**src/rtl/mac_pkg.sv**
```systemverilog
// mac_pkg
// Shared width constants and small helpers for the multiply-accumulate
// pipeline. Imported by mac_step2 and mac_step2_norm.
package mac_pkg;

  localparam int PROD_W       = 22;  // summed partial-product width
  localparam int SG_W         = 24;  // significand incl. hidden bit
  localparam int EXP_W        = 8;   // FP32 biased exponent width
  localparam int FP32_EXP_MSB = 30;
  localparam int FP32_EXP_LSB = 23;
  localparam int FRAC_W       = FP32_EXP_LSB;  // 23-bit fraction

  // Unsigned |a - b| in EXP_W bits
  function automatic logic [EXP_W-1:0] exp_abs_diff(
    input logic [EXP_W-1:0] a,
    input logic [EXP_W-1:0] b
  );
    logic [EXP_W-1:0] d;
    if (a >= b) begin
      d = a - b;
    end else begin
      d = b - a;
    end
    return d;
  endfunction

endpackage

```
**src/rtl/mac_step2_norm.sv**
```systemverilog
// mac_step2_norm
// Combinational normalization of the 22-bit product sum. The sum holds the
// product in either [2,4) (bit 21 set) or [1,2) (bit 20 set); the leading one
// becomes the hidden bit and the exponent is bumped by one in the former case.
// The exponent increment wraps modulo 256 without any saturation or flag.
//
// Ports:
//   i_prod     in  22  summed partial products
//   i_mul_ex   in  8   biased product exponent before normalization
//   o_norm_ex  out 8   normalized biased exponent
//   o_norm_sg  out 24  {1'b1, 23-bit fraction}
module mac_step2_norm
  import mac_pkg::*;
(
  input  logic [PROD_W-1:0] i_prod,
  input  logic [EXP_W-1:0]  i_mul_ex,
  output logic [EXP_W-1:0]  o_norm_ex,
  output logic [SG_W-1:0]   o_norm_sg
);

  // Select the one-position or zero-position shift based on the top sum bit
  always_comb begin
    o_norm_ex = i_mul_ex;
    o_norm_sg = {SG_W{1'b0}};
    if (i_prod[PROD_W-1]) begin
      o_norm_ex = i_mul_ex + 8'd1;
      o_norm_sg = {1'b1, i_prod[PROD_W-2:0], 2'b00};
    end else begin
      o_norm_ex = i_mul_ex;
      o_norm_sg = {1'b1, i_prod[PROD_W-3:0], 3'b000};
    end
  end

endmodule

```
**src/rtl/mac_step2.sv**
```systemverilog
// mac_step2
// Second MAC pipeline stage: sums the remaining partial-product rows,
// normalizes the product, optionally compares it against the addend C, and
// holds the result in a single valid/ready output register (1-cycle latency,
// full throughput, no bubble on simultaneous drain and load).
//
// Build option: MAC_STEP2_ALIGN_EN enables the ex_diff / c_larger alignment
// comparator. When undefined both outputs are tied to zero.
//
// Ports:
//   CLK, RESETn          clock, async active-low reset
//   in_valid / in_ready  upstream handshake (in_ready = !out_valid || out_ready)
//   mul_sign, mul_ex     product sign and pre-normalization exponent
//   in_C                 FP32 addend passed through
//   s_r4, p_r4_5..10     partial-product rows to be summed
//   out_valid/out_ready  downstream handshake
//   prod_sign, prod_ex, prod_sg, out_C, ex_diff, c_larger   registered results
module mac_step2
  import mac_pkg::*;
(
  input  logic                CLK,
  input  logic                RESETn,
  input  logic                in_valid,
  output logic                in_ready,
  input  logic                mul_sign,
  input  logic [EXP_W-1:0]    mul_ex,
  input  logic [31:0]         in_C,
  input  logic [PROD_W-1:0]   s_r4,
  input  logic [PROD_W-1:0]   p_r4_5,
  input  logic [PROD_W-1:0]   p_r4_6,
  input  logic [PROD_W-1:0]   p_r4_7,
  input  logic [PROD_W-1:0]   p_r4_8,
  input  logic [PROD_W-1:0]   p_r4_9,
  input  logic [PROD_W-1:0]   p_r4_10,
  output logic                out_valid,
  input  logic                out_ready,
  output logic                prod_sign,
  output logic [EXP_W-1:0]    prod_ex,
  output logic [SG_W-1:0]     prod_sg,
  output logic [31:0]         out_C,
  output logic [EXP_W-1:0]    ex_diff,
  output logic                c_larger
);

  logic [PROD_W-1:0] w_prod;
  logic [EXP_W-1:0]  w_norm_ex;
  logic [SG_W-1:0]   w_norm_sg;
  logic [EXP_W-1:0]  w_ex_diff;
  logic              w_c_larger;
  logic              w_load;

  logic              r_out_valid;
  logic              r_prod_sign;
  logic [EXP_W-1:0]  r_prod_ex;
  logic [SG_W-1:0]   r_prod_sg;
  logic [31:0]       r_out_C;
  logic [EXP_W-1:0]  r_ex_diff;
  logic              r_c_larger;

  // Unsigned sum, carries beyond bit 21 are intentionally dropped
  assign w_prod = s_r4 + p_r4_5 + p_r4_6 + p_r4_7 + p_r4_8 + p_r4_9 + p_r4_10;

  mac_step2_norm u_norm (
    .i_prod    (w_prod),
    .i_mul_ex  (mul_ex),
    .o_norm_ex (w_norm_ex),
    .o_norm_sg (w_norm_sg)
  );

`ifdef MAC_STEP2_ALIGN_EN
  logic [EXP_W-1:0]  w_c_ex;
  logic [FRAC_W-1:0] w_c_frac;

  assign w_c_ex   = in_C[FP32_EXP_MSB:FP32_EXP_LSB];
  assign w_c_frac = in_C[FRAC_W-1:0];

  // Magnitude compare: exponent first, fraction breaks ties
  always_comb begin
    w_ex_diff  = exp_abs_diff(w_norm_ex, w_c_ex);
    w_c_larger = 1'b0;
    if (w_c_ex > w_norm_ex) begin
      w_c_larger = 1'b1;
    end else if (w_c_ex == w_norm_ex) begin
      w_c_larger = (w_c_frac > w_norm_sg[FRAC_W-1:0]);
    end else begin
      w_c_larger = 1'b0;
    end
  end
`else
  assign w_ex_diff  = {EXP_W{1'b0}};
  assign w_c_larger = 1'b0;
`endif

  // A full register can still accept when it is being drained this cycle
  assign in_ready = !r_out_valid || out_ready;
  assign w_load   = in_valid && in_ready;

  // Output register with valid/ready hold
  always_ff @(posedge CLK or negedge RESETn) begin
    if (!RESETn) begin
      r_out_valid <= 1'b0;
      r_prod_sign <= 1'b0;
      r_prod_ex   <= {EXP_W{1'b0}};
      r_prod_sg   <= {SG_W{1'b0}};
      r_out_C     <= 32'd0;
      r_ex_diff   <= {EXP_W{1'b0}};
      r_c_larger  <= 1'b0;
    end else begin
      if (w_load) begin
        r_out_valid <= 1'b1;
        r_prod_sign <= mul_sign;
        r_prod_ex   <= w_norm_ex;
        r_prod_sg   <= w_norm_sg;
        r_out_C     <= in_C;
        r_ex_diff   <= w_ex_diff;
        r_c_larger  <= w_c_larger;
      end else if (out_ready) begin
        r_out_valid <= 1'b0;
      end else begin
        r_out_valid <= r_out_valid;
      end
    end
  end

  assign out_valid = r_out_valid;
  assign prod_sign = r_prod_sign;
  assign prod_ex   = r_prod_ex;
  assign prod_sg   = r_prod_sg;
  assign out_C     = r_out_C;
  assign ex_diff   = r_ex_diff;
  assign c_larger  = r_c_larger;

endmodule

```
**config.mk**
```make
export PLATFORM = sky130hd
export DESIGN_NAME = mac_step2
export DESIGN_NICKNAME = d
export VERILOG_FILES = /design/src/rtl/mac_pkg.sv /design/src/rtl/mac_step2_norm.sv /design/src/rtl/mac_step2.sv
export SDC_FILE = /design/constraint.sdc
export NUM_CORES = 1
export LEC_CHECK = 0
export BUFFER_PORTS_ARGS = -buffer_cell sky130_fd_sc_hd__buf_4
export CORE_ASPECT_RATIO = 0.75
export CORE_MARGIN = 4
export CORE_UTILIZATION = 51
export CTS_CLUSTER_DIAMETER = 120
export DETAILED_ROUTE_END_ITERATION = 7
export HOLD_SLACK_MARGIN = 0.03
export PLACE_DENSITY = 0.83
export SLEW_MARGIN = 5
export SYNTH_ARGS = -nofsm -noshare
export SYNTH_HDL_FRONTEND = slang
export SYNTH_HIERARCHICAL = 1
export SYNTH_SLANG_ARGS = --single-unit
```
**constraint.sdc**
```tcl
create_clock -name CLK -period 1.95 [get_ports CLK]
set_input_delay 0.39 -clock CLK [delete_from_list [all_inputs] [get_ports CLK]]
set_output_delay 0.39 -clock CLK [all_outputs]
set_load 0.005 [all_outputs]
```
==> flow_summary.yaml, run 1 <==
die:
  die_w_um: 143.2
  die_height_um: 109.4
  rows: 36
  start_util_pct: 52.95
  pin_count: 275
  core_um2: 13200
  die_area_um2: 15660
critical_path:
  critical-path-max-stage-delay_ns: 0.54
  slowest_stage: "fa_1"
  crit_path_end_kind: "register"
  critPathKind: "input pin to register"
  critPathArrivalTime_ns: 5.22
  critPathBufInv: 7
  critPathMaxFanout: 4
  worstPathCellList: "buf_6 > inv_4 > fa_1 > inv_2 > fa_1 > inv_1 > fa_1 > fa_1 > inv_2 > ha_4 > or4_4 > o211ai_1 > and3_4 > o31ai_4 > a21oi_2 > xnor2_2 > buf_4 > buf_6 > nand4_4 > nor3_4 > xor2_1 > mux2_2"
  crit_required_ns: 2.16
  critPathLaunchType: "input pin"
  reg2regPathDepth: 4
  critPathTopFamily: "adder cells"
  cp_num_cells: 22
  crit_top_cell: "fa_1"
timing:
  final_max_slew_viol_count: 0
  rsz0062_at_grt: "true"
  layout_setup_ws_ns: -3.056
  period_share_pct: 256.7
  setup_viol: 29
  hold_slack_ns: 0.2898
  max_freq_ghz: 0.1998
  setup_tns_ns: -86.35
  fin_skew_ns: 0.003947
  hold_viol_final: 0
  period_needed_ns: 5.006
clock_tree:
  cts-root-buf: "clkbuf_16"
  cts_htree_levels: 3
  cts.reportedPaths.clkPinSlew_ns: 0.06
  cts_tree: "done"
  clkSinkCount: 66
  cts_buffers: 9
  cts_buffer_depth: 2
  clk_latency_ns: 0.33
power:
  leakagePower_uw: 0.005706
  peakVddDrop_mv: 1.933
  total_power_uw: 22750
  p_per_area_nw_per_um2: 2207
synth:
  yosysSeqAreaShare_pct: 23.63
  synth.distinct_cells: 46
  synth.cell_area_um2: 6988
  ys_warn_count: 6
  yosys.area_share.xor_xnor_pct: 4.136
  synth_seq_cells: 66
  synth_edf_count: 0
  synth_compound_area_share_pct: 5.389
  synth_flop_cell: "dfrtp_1"
  synth_area_per_cell_um2: 10.25
  synth_fa_ha_area_share_pct: 33.52
  ys_async_sr_fraction_pct: 100.0
  synth.area.mux_share_pct: 13.86
  netlist_instances: 682
  synthSimpleGateAreaFrac_pct: 4.064
  synth_top_family_by_area: "adder cells"
cells_and_area:
  num_antenna_cells: 0
  layout.cells.most_common_list: "buf_4, inv_1, fa_1"
  layout-drive-gt1-share_pct: 46.09
  ff_latch_area_um2: 1652
  multi_input_area_um2: 4556
  finalNetCount: 1344
  stdcell_count: 1195
  fin_util_pct: 78.10
  layout_commonest_cell: "buf_4"
  nFillCells: 886
  area_growth_syn_to_layout_pct: 47.50
routing:
  routed_via_density: 4.637
  vias: 5541
  antenna_left: 0
  drt_iter0_drc: 248
  wl_um: 17290
  wl_per_cell_um: 14.47
  drt_first_pass_iters: 4
  remaining_drc_errors: 0
status:
  violations: "negative setup slack"
  status: "finished with violations"
global_route:
  grt_pass1_vias: 6002
  grt_pass1_wl_um: 27520
  grt_overflow: 0
  grt_max_degree: 36
  grt_antenna_before_repair: 0
  track_usage_pct: 22.06
place:
  dp_cells: 1165
  dp_hpwl_um: 14320
  numPortBuffers: 265
  gp_congestion: 0.8225
worst_hold_path:
  hp-class: "input pin to register"
  holdPathStages: 2
run:
  drv_cap: 0
Yosys cell counts (2+ instances only):
master / count / area, µm²
mux2_2: 86 / 968.4
dfrtp_1: 66 / 1652
buf_4: 12 / 90.09
a21o_1: 7 / 52.55
xor2_1: 8 / 70.07
and3_1: 2 / 12.51
nand3_1: 3 / 15.01
nand4_1: 4 / 25.02
nand2_1: 13 / 48.80
buf_6: 3 / 33.78
conb_1: 3 / 11.26
buf_2: 5 / 25.02
clkbuf_1: 2 / 7.510
o21a_1: 6 / 45.04
nor2_1: 10 / 37.54
and2_1: 3 / 18.77
ha_1: 24 / 300.3
a211o_1: 2 / 17.52
o21bai_1: 2 / 15.01
inv_1: 242 / 908.4
a21oi_1: 15 / 75.07
xnor2_1: 25 / 219.0
nand2b_1: 4 / 25.02
a211oi_1: 4 / 30.03
o211ai_1: 2 / 15.01
o21ai_0: 7 / 35.03
or3_1: 2 / 12.51
fa_1: 102 / 2042
logic make-up (layout without fill, tap and decap cells):
family	after synthesis	in the layout
mux	86	86
flops	66	66
xor+xnor	33	33
fa+ha+maj	126	126
other cells	3	12
buf+inv	264	597
compound gates	54	54
simple gates	50	50
area by class of cell:
| cell class | count | share of cell area [%] |
|---|---|---|
| clock buffers | 10 | 2.319 |
| clock inverters | 6 | 0.8619 |
| inverters | 242 | 8.910 |
| multi-input cells | 361 | 44.20 |
| flip-flops and latches | 66 | 16.02 |
| well taps | 171 | 2.076 |
| repair buffers | 339 | 25.61 |
path summary, 6_finish.rpt:
kind                                             from                      end  slack (ns)
worst max-delay path                        p_r4_7[6]   prod_ex[7]$_DFFE_PN0P_       -3.06
worst min-delay path                         in_C[19]    out_C[19]$_DFFE_PN0P_        0.29
max in group asynchronous                      RESETn  prod_sg[19]$_DFFE_PN0P_        0.90
worst min register to register  prod_sign$_DFFE_PN0P_    prod_sign$_DFFE_PN0P_        0.50
min in group asynchronous                      RESETn     out_C[4]$_DFFE_PN0P_        0.49
worst max register to register  out_valid$_DFFE_PN0P_    out_C[13]$_DFFE_PN0P_        0.60
sequential cells by signal (all words and copies together), names as in the netlist:
signal and cells:
out_valid 1, out_C 32, prod_sg 24, prod_ex 8, prod_sign 1
metrics by stage:
step / worst slack [ns] / instance area [µm²]
final: -3.056 / 10310
after global routing: -3.182 / 10310
after CTS: -3.031 / 10270
after detailed placement: -3.499 / 9736
after global placement: -3.439 / 9736
after floorplan: -3.034 / 7181
metal layers:
metal / vias up / track usage, % / routed length (µm)
met5: - / 0 / 0
met4: 0 / 4.138 / 265
met3: 25 / 5.087 / 1226
met2: 195 / 40.62 / 9235
met1: 2653 / 26.84 / 6561
li1: 2668 / - / -
power by group:
| part | internal, µW | leakage [µW] | switching [µW] | total, µW |
|---|---|---|---|---|
| combinational | 11200 | 0.00478 | 7720 | 18900 |
| sequential | 1840 | 0.000772 | 239 | 2080 |
| clock | 1160 | 0.000155 | 616 | 1770 |
repair_timing:
action	CTS	global route
endpoints found under the setup margin	29	29
gates resized for setup	24	15
pin swaps	17	10
buffers inserted	8	5
endpoints found under the hold margin	18	0
hold buffers	1	0
cloned	2	0
No activity file was read; power rests on OpenSTA's default activity.
==> inputs of run 2 (changes only) <==
--- a/config.mk
+++ b/config.mk
@@ -5,6 +5,7 @@
 export SDC_FILE = /design/constraint.sdc
 export NUM_CORES = 1
 export LEC_CHECK = 0
+export ABC_CLOCK_PERIOD_IN_PS = 1950
 export BUFFER_PORTS_ARGS = -buffer_cell sky130_fd_sc_hd__buf_4
 export CORE_ASPECT_RATIO = 0.75
 export CORE_MARGIN = 4
@@ -12,7 +13,7 @@
 export CTS_CLUSTER_DIAMETER = 120
 export DETAILED_ROUTE_END_ITERATION = 7
 export HOLD_SLACK_MARGIN = 0.03
-export PLACE_DENSITY = 0.83
+export PLACE_DENSITY = 0.82
 export SLEW_MARGIN = 5
 export SYNTH_ARGS = -nofsm -noshare
 export SYNTH_HDL_FRONTEND = slang
==> run 2 against run 1 <==
Against the previous run: combinational power is 3% higher; via count up 0.52%; the run still ends with negative setup slack left; fmax decreased by 1.6%; sequential share of layout area about the same; non-clock buffer count down 3; wire length rose by 1.9%; die area is the same; sequential power about the same; sequential cell count unchanged; power grew 2.8%; final cell count is 0.25% lower.
==> flow_summary.yaml, run 2 (synthesis results as in run 1) <==
global_route:
  track_usage_pct: 22.53
  grt_pass1_vias: 6100
  grt_overflow: 0
  grt_pass1_wl_um: 28290
  grt_antenna_before_repair: 0
  grt_max_degree: 37
critical_path:
  critPathKind: "input pin to register"
  crit_path_end_kind: "register"
  worstReg2RegEnd: "prod_sg[9]$_DFFE_PN0P_"
  critPathMaxFanout: 5
  critPathLaunchType: "input pin"
  r2r_slack_ns: 0.58
  reg2reg_from: "out_valid$_DFFE_PN0P_"
  crit_required_ns: 2.17
  reg2regPathDepth: 4
  critPathArrivalTime_ns: 5.30
  setup.worst_path.start: "p_r4_9[7]"
timing:
  layout_setup_ws_ns: -3.136
  hold_viol_final: 0
  period_needed_ns: 5.086
  max_freq_ghz: 0.1966
  period_share_pct: 260.8
  setup_viol: 29
  final_max_slew_viol_count: 0
  rsz0062_at_grt: "true"
  fin_skew_ns: 0.003889
power:
  leakagePower_uw: 0.005697
  peakVddDrop_mv: 1.791
  total_power_uw: 23380
  p_per_area_nw_per_um2: 2267
status:
  violations: "negative setup slack"
  status: "finished with violations"
routing:
  wl_um: 17610
  antenna_left: 0
  wl_per_cell_um: 14.77
  remaining_drc_errors: 0
  drt_first_pass_iters: 4
  routed_via_density: 4.673
  vias: 5570
  drt_iter0_drc: 165
die:
  rows: 36
  die_height_um: 109.4
  start_util_pct: 52.95
  core_um2: 13200
  die_area_um2: 15660
  pin_count: 275
  die_w_um: 143.2
place:
  numPortBuffers: 265
  placed_area_um2: 9708
  dp_hpwl_um: 14560
  gp_congestion: 0.7791
worst_hold_path:
  min_to: "out_valid$_DFFE_PN0P_"
  holdPathStages: 2
  hp-start: "in_valid"
  hp-class: "input pin to register"
cells_and_area:
  area_growth_syn_to_layout_pct: 47.57
  layout.cells.most_common_list: "buf_4, inv_1, fa_1"
  finalNetCount: 1341
  largest_reg_flops: 32
  final_cell_area_um2: 10310
  layout-drive-gt1-share_pct: 46.72
  layout_commonest_cell: "buf_4"
  num_antenna_cells: 0
clock_tree:
  cts_htree_levels: 3
  cts_buffers: 9
  cts-root-buf: "clkbuf_16"
  clk_latency_ns: 0.33
  cts_tree: "done"
  cts.reportedPaths.clkPinSlew_ns: 0.06
  cts_buffer_depth: 2
  clkSinkCount: 66
run:
  drv_cap: 0
[run 2: cell count changes in the layout (fill, tap and decap cells not counted), moves of 2 or more]
cell        change
inv_1           -4
clkinvlp_4      -2
clkinv_4        +3
inv_2           +5
buf_4           -5
[run 2: worst max-delay path by stage]
stage	end	cells past startpoint
after floorplan	prod_sg[10]$_DFFE_PN0P_	19
after global placement	prod_sg[3]$_DFFE_PN0P_	19
after detailed placement	prod_sg[5]$_DFFE_PN0P_	19
after CTS	prod_sg[19]$_DFFE_PN0P_	21
after global routing	prod_ex[7]$_DFFE_PN0P_	22
final	prod_ex[7]$_DFFE_PN0P_	22
[run 2: area by class of cell]
class                   count  area (µm²)
repair buffers            336        2641
inverters                 242       915.9
well taps                 171       214.0
clock inverters             6       91.34
flip-flops and latches     66        1652
multi-input cells         361        4569
fillers                   875        2885
clock buffers              10       229.0
[run 2: metal layers]
metal	wire length [µm]	part of all wire, %	vias up	global-route usage [%]
li1	-	-	2661	-
met1	6792	39	2715	27.82
met2	9293	53	171	40.82
met3	1213	6.9	23	4.870
met4	312	1.8	0	5.156
met5	0	0	-	0
[run 2: critical path, stage by stage]
cell and delay [ns]:
buf_4 0.08, inv_2 0.03, fa_1 0.58, inv_2 0.05, fa_1 0.49, inv_2 0.04, fa_1 0.48, fa_1 0.52
inv_2 0.05, ha_4 0.15, or4_4 0.53, o211ai_1 0.33, and3_4 0.28, o31ai_4 0.07, a21oi_2 0.18, xnor2_2 0.16
buf_6 0.16, buf_8 0.12, nand4_4 0.10, nor3_2 0.15, xor2_1 0.10, mux2_4 0.27
[run 2: stage by stage]
stage	TNS, ns	utilization (%)	hold slack (ns)	worst slack (ns)	std cells
finish	-89.58	78.14	0.2667	-3.136	1192
global route	-92.83	78.14	0.2652	-3.277	1192
CTS	-88.60	78.00	0.2606	-3.106	1194
detailed placement	-100.02	73.56	0.3846	-3.512	1162
global placement	-98.00	73.56	0.3832	-3.433	1162
floorplan	-85.57	-	0.09441	-3.034	691
[run 2: timing repair]
item,in CTS,in global routing
hold endpoints to repair,8,0
resized for setup,25,24
setup buffers,14,2
hold buffers,1,0
pin swaps,21,26
setup endpoints to repair,29,29
cloned,3,0
[run 2: report_power, final]
group          internal (µW)  leakage (µW)  switching, µW
registers               1840      0.000772            263
logic                  11500       0.00477           8010
clock network           1120      0.000157            615
==> inputs of run 3 (changes only) <==
--- a/config.mk
+++ b/config.mk
@@ -5,9 +5,9 @@
 export SDC_FILE = /design/constraint.sdc
 export NUM_CORES = 1
 export LEC_CHECK = 0
-export ABC_CLOCK_PERIOD_IN_PS = 1950
 export BUFFER_PORTS_ARGS = -buffer_cell sky130_fd_sc_hd__buf_4
-export CORE_ASPECT_RATIO = 0.75
+export CAP_MARGIN = 10
+export CORE_ASPECT_RATIO = 0.9
 export CORE_MARGIN = 4
 export CORE_UTILIZATION = 51
 export CTS_CLUSTER_DIAMETER = 120
==> run 3 against run 2 <==
Against the previous run: the flow still finishes with violations (negative setup slack); sequential cell count stayed put; combinational power is 7% lower; global-route usage is 0.77 points lower; clock skew is 0.0021 ns lower; power is 5.2% lower; non-clock buffer count is 2 lower; worst setup slack better by 0.13 ns; wire length is 6.1% lower.
==> flow_summary.yaml, run 3 (synthesis results as in run 1) <==
status:
  status: "finished with violations"
  violations: "negative setup slack"
clock_tree:
  cts.reportedPaths.clkPinSlew_ns: 0.05
  cts_buffer_depth: 2
  cts_tree: "done"
  clk_latency_ns: 0.32
  cts_buffers: 9
  cts_htree_levels: 3
  clkSinkCount: 66
  cts-root-buf: "clkbuf_16"
die:
  die_height_um: 119.0
  rows: 40
  pin_count: 275
  core_um2: 13360
  die_w_um: 131.4
  die_area_um2: 15640
  start_util_pct: 52.29
power:
  switching_share_pct: 36.93
  p_seq_share_pct: 9.4
  p_per_area_nw_per_um2: 2160
  peakVddDrop_mv: 2.007
  comb_power_share_pct: 82.2
  pwr-share-clk_pct: 8.4
  power_switching_uw: 8184
  leakagePower_uw: 0.005659
  intPower_uw: 13980
global_route:
  grt_pass1_vias: 6116
  grt_pass1_wl_um: 27880
  grt_max_degree: 38
  grt_antenna_before_repair: 0
  grt_overflow: 0
  track_usage_pct: 21.76
timing:
  max_freq_ghz: 0.2016
  fin_skew_ns: 0.001808
  hold_viol_final: 0
  setup_viol: 29
  period_needed_ns: 4.960
  layout_setup_ws_ns: -3.010
  rsz0062_at_grt: "true"
  final_max_slew_viol_count: 0
  period_share_pct: 254.4
cells_and_area:
  layout-drive-gt1-share_pct: 46.95
  nFillCells: 974
  layout_commonest_cell: "buf_4"
  largest_reg_flops: 32
  stdcell_count: 1186
  num_antenna_cells: 0
  finalNetCount: 1339
  fin_util_pct: 76.79
  ff_latch_area_um2: 1652
  area_growth_syn_to_layout_pct: 46.84
  multi_input_area_um2: 4549
  layout.cells.most_common_list: "buf_4, inv_1, fa_1"
critical_path:
  critical-path-max-stage-delay_ns: 0.55
  critPathArrivalTime_ns: 5.17
  critPathMaxFanout: 6
  worstPathCellList: "buf_6 > inv_2 > fa_1 > inv_2 > fa_1 > inv_2 > fa_1 > fa_1 > inv_2 > ha_4 > or4_4 > o211ai_1 > and3_4 > o31ai_4 > a21oi_2 > xnor2_2 > buf_6 > buf_6 > nand4_4 > nor3_4 > xor2_1 > mux2_2"
  critPathLaunchType: "input pin"
  slowest_stage: "fa_1"
  crit_required_ns: 2.16
  crit_path_end_kind: "register"
  critPathKind: "input pin to register"
routing:
  routed_via_density: 4.668
  wl_um: 16530
  drt_iter0_drc: 211
  wl_per_cell_um: 13.94
  drt_first_pass_iters: 4
  remaining_drc_errors: 0
  antenna_left: 0
  vias: 5536
place:
  dp_cells: 1161
  place_ws_ns: -3.473
  dp_hpwl_um: 13990
  numPortBuffers: 265
  gp_congestion: 0.8042
worst_hold_path:
  hp-class: "input pin to register"
run:
  drv_cap: 0
## run 3: cell types whose count changed in the layout (fill, tap and decap cells not counted), sizes merged
cell / delta
clkinv: -3
buf: -2
bufinv: +1
clkinvlp: +1
## run 3: metrics by stage
stage	setup TNS (ns)	hold slack [ns]	instance area [µm²]	total power [µW]
floorplan	-85.57	0.09441	7181	13820
global placement	-97.64	0.3619	9707	18010
detailed placement	-98.50	0.3655	9707	18410
CTS	-86.31	0.2618	10240	22650
global route	-89.30	0.2601	10260	24110
finish	-85.61	0.2751	10260	22160
## run 3: path summary, 6_finish.rpt
kind                                  startpoint                endpoint  slack (ns)  cells past startpoint
setup reg to reg           out_valid$_DFFE_PN0P_    out_C[0]$_DFFE_PN0P_        0.59                      4
setup / recovery                       p_r4_7[7]  prod_ex[7]$_DFFE_PN0P_       -3.01                     22
hold reg to reg            out_C[10]$_DFFE_PN0P_   out_C[10]$_DFFE_PN0P_        0.50                      1
min in group asynchronous                 RESETn   out_C[28]$_DFFE_PN0P_        0.57                      2
hold / removal                          in_valid   out_valid$_DFFE_PN0P_        0.28                      2
max in group asynchronous                 RESETn   out_C[20]$_DFFE_PN0P_        0.84                      3
## run 3: final cells by class
cell class / instances / area share (%)
timing repair buffer: 334 / 25.24
inverter: 242 / 8.950
clock inverter: 5 / 0.9999
sequential: 66 / 16.10
tap: 168 / 2.049
clock buffer: 10 / 2.329
multi-input combinational: 361 / 44.34
## run 3: power by group through the flow
stage               sequential, µW  clock, µW  combinational, µW
floorplan                     2080          0              11700
detailed placement            2100          0              16300
global placement              2090          0              15900
global route                  2130       1950              20000
finish                        2090       1850              18200
CTS                           2090       1890              18700
## run 3: repair_timing
| item | CTS | global route |
|---|---|---|
| setup endpoints to repair | 29 | 29 |
| setup buffers | 7 | 2 |
| cloned | 2 | 0 |
| pin swaps | 29 | 20 |
| hold endpoints to repair | 31 | 0 |
| hold buffers | 1 | 0 |
| resized for setup | 29 | 18 |
## run 3: layer usage
metal | GRT usage [%] | wire length (µm)
met1 | 25.52 | 6301
met2 | 39.77 | 8823
met3 | 6.461 | 1104
met4 | 4.528 | 302
met5 | 0 | 0
## run 3: critical path: cells and delay by family
family                   cells  cell delay (ns)
XOR/XNOR                     2             0.22
buffers and inverters        7             0.51
adder cells (fa/ha/maj)      5             2.22
multiplexers                 1             0.27
AO/OA/AOI/OAI                3             0.53
AND/OR/NAND/NOR              4             1.04
